File: config.mk
export PLATFORM = sky130hd
export DESIGN_NAME = demux32_1to3_reg_flat
export DESIGN_NICKNAME = d
export VERILOG_FILES = /design/src/rtl/demux32_1to3_reg_if.sv /design/src/rtl/demux32_1to3_reg.sv /design/src/flat_wrapper.sv
export SDC_FILE = /design/constraint.sdc
export NUM_CORES = 1
export LEC_CHECK = 0
export BUFFER_PORTS_ARGS = -buffer_cell sky130_fd_sc_hd__buf_4
export CELL_PAD_IN_SITES_DETAIL_PLACEMENT = 1
export CELL_PAD_IN_SITES_GLOBAL_PLACEMENT = 1
export CORE_MARGIN = 5
export CORE_UTILIZATION = 31
export CTS_BUF_LIST = sky130_fd_sc_hd__clkbuf_16
export DETAILED_ROUTE_END_ITERATION = 8
export PLACE_DENSITY_LB_ADDON = 0.1
export SLEW_MARGIN = 20
export SYNTH_ARGS = -nofsm -noshare
export SYNTH_HDL_FRONTEND = slang
export SYNTH_SLANG_ARGS = --single-unit
export TNS_END_PERCENT = 20
File: constraint.sdc
create_clock -name clk -period 1.4 [get_ports clk]
set_clock_uncertainty 0.1 [all_clocks]
set_input_delay 0 -clock clk [delete_from_list [all_inputs] [get_ports clk]]
set_output_delay 0 -clock clk [all_outputs]
set_load 0.03 [all_outputs]
File: src/rtl/demux32_1to3_reg_if.sv
// Bus bundle for demux32_1to3_reg: source beat with select, three destination
// ports with per-port ready, and invalid-select error status.
interface demux32_1to3_reg_if #(
  parameter int WIDTH     = 32,
  parameter int ERR_CNT_W = 8
);
  logic [WIDTH-1:0]     in;
  logic                 sel1;
  logic                 sel2;
  logic                 in_valid;
  logic                 in_ready;
  logic [WIDTH-1:0]     out1;
  logic [WIDTH-1:0]     out2;
  logic [WIDTH-1:0]     out3;
  logic [2:0]           out_valid;
  logic [2:0]           out_ready;
  logic [ERR_CNT_W-1:0] err_count;
  logic                 err_flag;

  modport master (
    output in, sel1, sel2, in_valid, out_ready,
    input  in_ready, out1, out2, out3, out_valid, err_count, err_flag
  );

  modport slave (
    input  in, sel1, sel2, in_valid, out_ready,
    output in_ready, out1, out2, out3, out_valid, err_count, err_flag
  );
endinterface

File: src/rtl/demux32_1to3_reg.sv
// Registered 1-to-3 demultiplexer with valid/ready handshake, steered by {sel1,sel2}.
// Define DEMUX_ERR_CNT_EN to build the saturating invalid-select counter and sticky flag.
//
// state | meaning
// IDLE  | no beat held, out_valid == 000
// HOLD  | one beat held in exactly one outk, out_valid one-hot
module demux32_1to3_reg #(
  parameter int WIDTH     = 32,
  parameter int ERR_CNT_W = 8
) (
  input logic              clk,
  input logic              reset,
  demux32_1to3_reg_if.slave bus
);

  typedef enum logic {IDLE = 1'b0, HOLD = 1'b1} state_t;

  state_t           state, state_nxt;
  logic [2:0]       valid_q, valid_nxt;
  logic [2:0]       load;
  logic [WIDTH-1:0] out1_q, out2_q, out3_q;
  logic [1:0]       code;
  logic             in_ready;
  logic             accept;
  logic             deliver;
  logic             sel_ok;

  assign code = {bus.sel1, bus.sel2};

  always_ff @(posedge clk) begin
    if (reset) begin
      state   <= IDLE;
      valid_q <= 3'b000;
    end else begin
      state   <= state_nxt;
      valid_q <= valid_nxt;
    end
  end

  // A new valid beat overrides the clearing of a beat delivered on the same edge.
  always_comb begin
    state_nxt = state;
    valid_nxt = valid_q;
    load      = 3'b000;
    deliver   = 1'b0;
    in_ready  = 1'b1;
    sel_ok    = (code != 2'b11);
    if (state == HOLD) begin
      deliver  = |(valid_q & bus.out_ready);
      in_ready = deliver;
    end
    accept = bus.in_valid & in_ready;
    if (deliver)
      valid_nxt = 3'b000;
    if (accept && sel_ok) begin
      load      = 3'b001 << code;
      valid_nxt = load;
    end
    state_nxt = (valid_nxt != 3'b000) ? HOLD : IDLE;
  end

  // Data registers keep their last value after delivery.
  always_ff @(posedge clk) begin
    if (reset) begin
      out1_q <= '0;
      out2_q <= '0;
      out3_q <= '0;
    end else begin
      if (load[0]) out1_q <= bus.in;
      if (load[1]) out2_q <= bus.in;
      if (load[2]) out3_q <= bus.in;
    end
  end

  assign bus.in_ready  = in_ready;
  assign bus.out_valid = valid_q;
  assign bus.out1      = out1_q;
  assign bus.out2      = out2_q;
  assign bus.out3      = out3_q;

`ifdef DEMUX_ERR_CNT_EN
  logic [ERR_CNT_W-1:0] err_cnt_q;
  logic                 err_flag_q;

  always_ff @(posedge clk) begin
    if (reset) begin
      err_cnt_q  <= '0;
      err_flag_q <= 1'b0;
    end else if (accept && !sel_ok) begin
      if (err_cnt_q != '1)
        err_cnt_q <= err_cnt_q + 1'b1;
      err_flag_q <= 1'b1;
    end
  end

  assign bus.err_count = err_cnt_q;
  assign bus.err_flag  = err_flag_q;
`else
  assign bus.err_count = '0;
  assign bus.err_flag  = 1'b0;
`endif

endmodule

File: src/flat_wrapper.sv
// flat-port wrapper written by rule: the top's interface ports become plain ports
module demux32_1to3_reg_flat 
#(
  parameter int WIDTH     = 32,
  parameter int ERR_CNT_W = 8
)
  (clk, reset, bus_in, bus_sel1, bus_sel2, bus_in_valid, bus_out_ready, bus_in_ready, bus_out1, bus_out2, bus_out3, bus_out_valid, bus_err_count, bus_err_flag);
  demux32_1to3_reg_if #(.WIDTH(WIDTH), .ERR_CNT_W(ERR_CNT_W)) bus_i ();
  input logic clk;
  input logic reset;
  input wire logic [$bits(bus_i.in)-1:0] bus_in;
  input wire logic [$bits(bus_i.sel1)-1:0] bus_sel1;
  input wire logic [$bits(bus_i.sel2)-1:0] bus_sel2;
  input wire logic [$bits(bus_i.in_valid)-1:0] bus_in_valid;
  input wire logic [$bits(bus_i.out_ready)-1:0] bus_out_ready;
  output wire logic [$bits(bus_i.in_ready)-1:0] bus_in_ready;
  output wire logic [$bits(bus_i.out1)-1:0] bus_out1;
  output wire logic [$bits(bus_i.out2)-1:0] bus_out2;
  output wire logic [$bits(bus_i.out3)-1:0] bus_out3;
  output wire logic [$bits(bus_i.out_valid)-1:0] bus_out_valid;
  output wire logic [$bits(bus_i.err_count)-1:0] bus_err_count;
  output wire logic [$bits(bus_i.err_flag)-1:0] bus_err_flag;
  assign bus_i.in = bus_in;
  assign bus_i.sel1 = bus_sel1;
  assign bus_i.sel2 = bus_sel2;
  assign bus_i.in_valid = bus_in_valid;
  assign bus_i.out_ready = bus_out_ready;
  assign bus_in_ready = bus_i.in_ready;
  assign bus_out1 = bus_i.out1;
  assign bus_out2 = bus_i.out2;
  assign bus_out3 = bus_i.out3;
  assign bus_out_valid = bus_i.out_valid;
  assign bus_err_count = bus_i.err_count;
  assign bus_err_flag = bus_i.err_flag;
  demux32_1to3_reg #(.WIDTH(WIDTH), .ERR_CNT_W(ERR_CNT_W)) u_core (.clk(clk), .reset(reset), .bus(bus_i));
endmodule
# == Word level (Yosys, flattened, before mapping) ==
# Cells that the tools add are included.
# totals
reg_bits,100
inputBits,40
output_inout_bits,109
word_cells,18
# op_classes
n_eq_ne,1
shifts,1
mux,6
n_bitwise,2
n_reduce_logical,3
# op_table
operator,n
3-bit 2-to-1 mux,3
3-bit AND,1
1-bit 2-to-1 mux,3
3-bit nonzero test,1
3-bit OR reduction,1
"1-bit by 2-bit << shifter with 3-bit output, first input constant",1
"2-bit != test, second input constant",1
1-bit AND,1
1-bit logical AND,1

# == Longest topological paths before layout ==
# depth
word_depth,8
ltp_mapped,5
depth_no_buf,4

# == Worst setup path before layout ==
# OpenSTA, ideal clock, no wires.
# synth_path
kind,flip-flop to flip-flop
from,register u_core.valid_q[2] (netlist: u_core.bus.out_valid[2])
to,register u_core.out1_q[10] (netlist: u_core.bus.out1[10])
setup_time_ps,132
arrival_ps,1375
required_ps,1168
slack_ps,-208
path_stages_with_launch,6
n_path_buf,1
synth_period_minus_slack_ps,1608
cell_sequence,dfxtp_1 a22oi_2 a211o_1 buf_4 nand2_1 a21oi_1
# synth_via
elab_chain_cells,6
# synth_lines
item,line_no,text
start: declaration,demux32_1to3_reg.sv:19,"logic [2:0] valid_q, valid_nxt;"
start signal: assignment,demux32_1to3_reg.sv:36,valid_q <= valid_nxt;
3-bit AND,demux32_1to3_reg.sv:49,deliver = |(valid_q & bus.out_ready);
3-bit OR reduction,demux32_1to3_reg.sv:49,
1-bit 2-to-1 mux,demux32_1to3_reg.sv:48,if (state == HOLD) begin
1-bit AND,demux32_1to3_reg.sv:52,accept = bus.in_valid & in_ready;
1-bit logical AND,demux32_1to3_reg.sv:55,if (accept && sel_ok) begin
3-bit 2-to-1 mux,demux32_1to3_reg.sv:55,
end signal: assignment,demux32_1to3_reg.sv:69,if (load[0]) out1_q <= bus.in;
end: declaration,demux32_1to3_reg.sv:21,"logic [WIDTH-1:0] out1_q, out2_q, out3_q;"
# Every way passes these cells.
# A chain may end at the register's enable or synchronous reset.

# == Worst setup path in the final report ==
# layout_path
from,register u_core.valid_q[2] (netlist: u_core.bus.out_valid[2])
to,register u_core.out2_q[10] (netlist: u_core.bus.out2[10])
# layout_via
elab_chain_cells,6
# layout_lines
item,line_no,text
3-bit AND,demux32_1to3_reg.sv:49,
3-bit OR reduction,demux32_1to3_reg.sv:49,
1-bit 2-to-1 mux,demux32_1to3_reg.sv:48,
1-bit AND,demux32_1to3_reg.sv:52,
1-bit logical AND,demux32_1to3_reg.sv:55,
3-bit 2-to-1 mux,demux32_1to3_reg.sv:55,
end signal: assignment,demux32_1to3_reg.sv:70,if (load[1]) out2_q <= bus.in;
end: declaration,demux32_1to3_reg.sv:21,
# Every way passes these cells.

==> results.json <==
{
  "crit_chain": "a22o_4 > buf_4 > o211a_4 > nand2_1 > a21oi_1",
  "power_leakage_nw": 2.55,
  "ir_drop_mv": 0.546,
  "multiInputGateArea_sq_um": 1870,
  "ys.warnings.count": 0,
  "ctsHtreeMaxLevel": 3,
  "fillCellCount": 1380,
  "antenna_found_initial": 0,
  "slowest_delay_ns": 0.36,
  "violations": "setup timing",
  "final_nets": 693,
  "stdcell_count": 805,
  "final.setup.worst_slack_ns": -0.126,
  "totalPowerFinal_mw": 6.76,
  "p_per_area_nw_per_um2": 1080,
  "hold-worst-slack_ns": 0.0369,
  "arrival_ns": 1.66,
  "core_sq_um": 12000,
  "slew_viol_final": 0,
  "endpoint_kind": "flip-flop",
  "via_count": 3865,
  "grt_max_degree": 46,
  "fp.dieW_microns": 120,
  "period_share": 1.09,
  "drtIter0Drc": 153,
  "worstPathMaxFanout": 8,
  "seqPwrFrac": 0.449,
  "status": "finished with violations",
  "setup_violations": 100,
  "gp_congestion": 0.808,
  "n_antenna_cell": 0,
  "p_clk_frac": 0.342,
  "syn-cell-area_sq_um": 3760,
  "cts_tree": "done",
  "numCtsBuffers": 9,
  "critPathLaunchType": "flip-flop",
  "yosysTopAreaCell": "dfxtp_1",
  "root_buffer": "clkbuf_16",
  "switching_share": 0.283,
  "synth_edf_count": 0,
  "grt_first_pass_wirelength_microns": 19700,
  "final_cell_mix": "nand2_1, buf_4, dfxtp_1",
  "dr.pass1.iters": 4,
  "die_area_sq_um": 14400,
  "combPwrFrac": 0.209,
  "fmax_ghz": 0.655,
  "drt-wirelength-per-cell_microns": 17.6,
  "synth_flop_cell": "dfxtp_1",
  "cts_num_sinks": 100,
  "rsz0062_at_grt": "true",
  "dp.cells": 732,
  "path_delay_family": "compound AO/OA/AOI/OAI gates",
  "num_rows": 40,
  "worstPathRequired_ns": 1.53,
  "final_area_sq_um": 6260,
  "ant_nets": 0,
  "route.detailed.drc": 0,
  "ioPinCount": 149,
  "p_sw_mw": 1.91,
  "path_clk_slew_ns": 0.07,
  "synth_cell_types": 29,
  "dieHeight_microns": 120,
  "numPortBuffers": 139,
  "syn_to_final_growth_pct": 66.6,
  "grt_pass1_vias": 3800,
  "layout_commonest_cell": "nand2_1",
  "placed_area_sq_um": 5000,
  "path_buf_inv": 1,
  "synth_cells": 456,
  "crit_slowest_cell": "dfxtp_4",
  "ys_seq_area_frac": 0.533,
  "fin_crit_ns": 1.53,
  "yosys-top-cells-area": "dfxtp_1, nand2_1, a21oi_1",
  "finalHoldViolCount": 0,
  "path_class": "flip-flop to flip-flop",
  "grt_overflow": 0,
  "internal-power_mw": 4.85,
  "start_util": 0.314,
  "layout.area.seq_sq_um": 2010,
  "ys_ff_latch": 100,
  "drive_gt1_frac": 0.429,
  "clk_latency_ns": 0.34,
  "ys_async_sr_fraction": 0,
  "wl_microns": 14200,
  "syn_area_per_cell_sq_um": 8.24,
  "cap_violations": 0,
  "vias_per_cell": 4.80,
  "synth_top_area_frac": 0.533,
  "grt_use_total": 0.172,
  "clock_path_buffers": 2,
  "hold_path.class": "primary input to flip-flop",
  "dp_hpwl_microns": 8510
}
-- power groups by stage --
stage | clock, mW | combinational [mW] | sequential (mW)
after floorplan | 0 | 0.426 | 3.29
after global placement | 0 | 1.06 | 3.09
after detailed placement | 0 | 1.07 | 3.09
after CTS | 2.36 | 1.21 | 3.03
after global routing | 2.47 | 1.51 | 3.05
final | 2.31 | 1.41 | 3.04
-- cell type report --
cell class,count,area share
clock inverters,6,0.00360
multi-input cells,330,0.299
flip-flops and latches,100,0.322
well taps,147,0.0294
clock buffers,10,0.0400
repair buffers,212,0.306
-- tightest hold or removal path, stage by stage --
cell,delay [ns]
buf_4,0.13
nand2b_4,0.09
a21o_1,0.14
a221oi_2,0.07
-- state kept, by name, summed over array words and instances (netlist names) --
signal / flops
u_core.bus.out1: 32
u_core.bus.out2: 32
u_core.bus.out3: 32
u_core.bus.out_valid: 3
u_core.state: 1
-- logic make-up after synthesis --
| logic type | synth area share |
|---|---|
| flip-flops | 0.533 |
| other | 0.000998 |
| AND/OR/NAND/NOR | 0.207 |
| buffers and inverters | 0.0743 |
| AO/OA/AOI/OAI | 0.185 |
-- cells in the mapped netlist, types with 2 or more instances --
cell type  number
buf_6           9
clkbuf_1       10
dfxtp_1       100
a21oi_1       100
o211ai_4        2
nor2_1          2
buf_4          18
nand2_1       194
-- metal layers --
metal	routed length, microns	GRT usage	vias to the layer above
li1	-	-	1875
met4	274	0.0723	0
met3	757	0.0476	19
met1	6160	0.205	1872
met2	7000	0.291	99
met5	0	0	-
-- per-stage QoR --
stage,TNS [ns],util,setup WS (ns)
detailed placement,-5.31,0.418,-0.0904
finish,-7.79,0.523,-0.126
global placement,-1.49,0.418,-0.0532
CTS,-4.57,0.479,-0.103
floorplan,-0.409,-,-0.0384
global route,-14.39,0.523,-0.176
-- repair_timing --
item                       CTS  global route
hold endpoints to repair   100             0
pin swaps                   69            52
gates resized for setup     21            84
setup endpoints to repair   98           100
hold buffers                35             0
setup buffers                1            12
gates cloned                 1             8
-- path summary, 6_finish.rpt --
path / startpoint / end / slack, ns / depth (start not counted)
max: u_core.bus.out_valid[2]$_SDFF_PP0_ / u_core.bus.out2[10]$_SDFFE_PP0P_ / -0.13 / 5
min: bus_in_valid / u_core.bus.out_valid[2]$_SDFF_PP0_ / 0.04 / 4
max reg2reg: u_core.bus.out_valid[2]$_SDFF_PP0_ / u_core.bus.out2[10]$_SDFFE_PP0P_ / -0.13 / 5
min reg2reg: u_core.bus.out1[19]$_SDFFE_PP0P_ / u_core.bus.out1[19]$_SDFFE_PP0P_ / 0.35 / 2
Power figures use the tool's default switching activity.
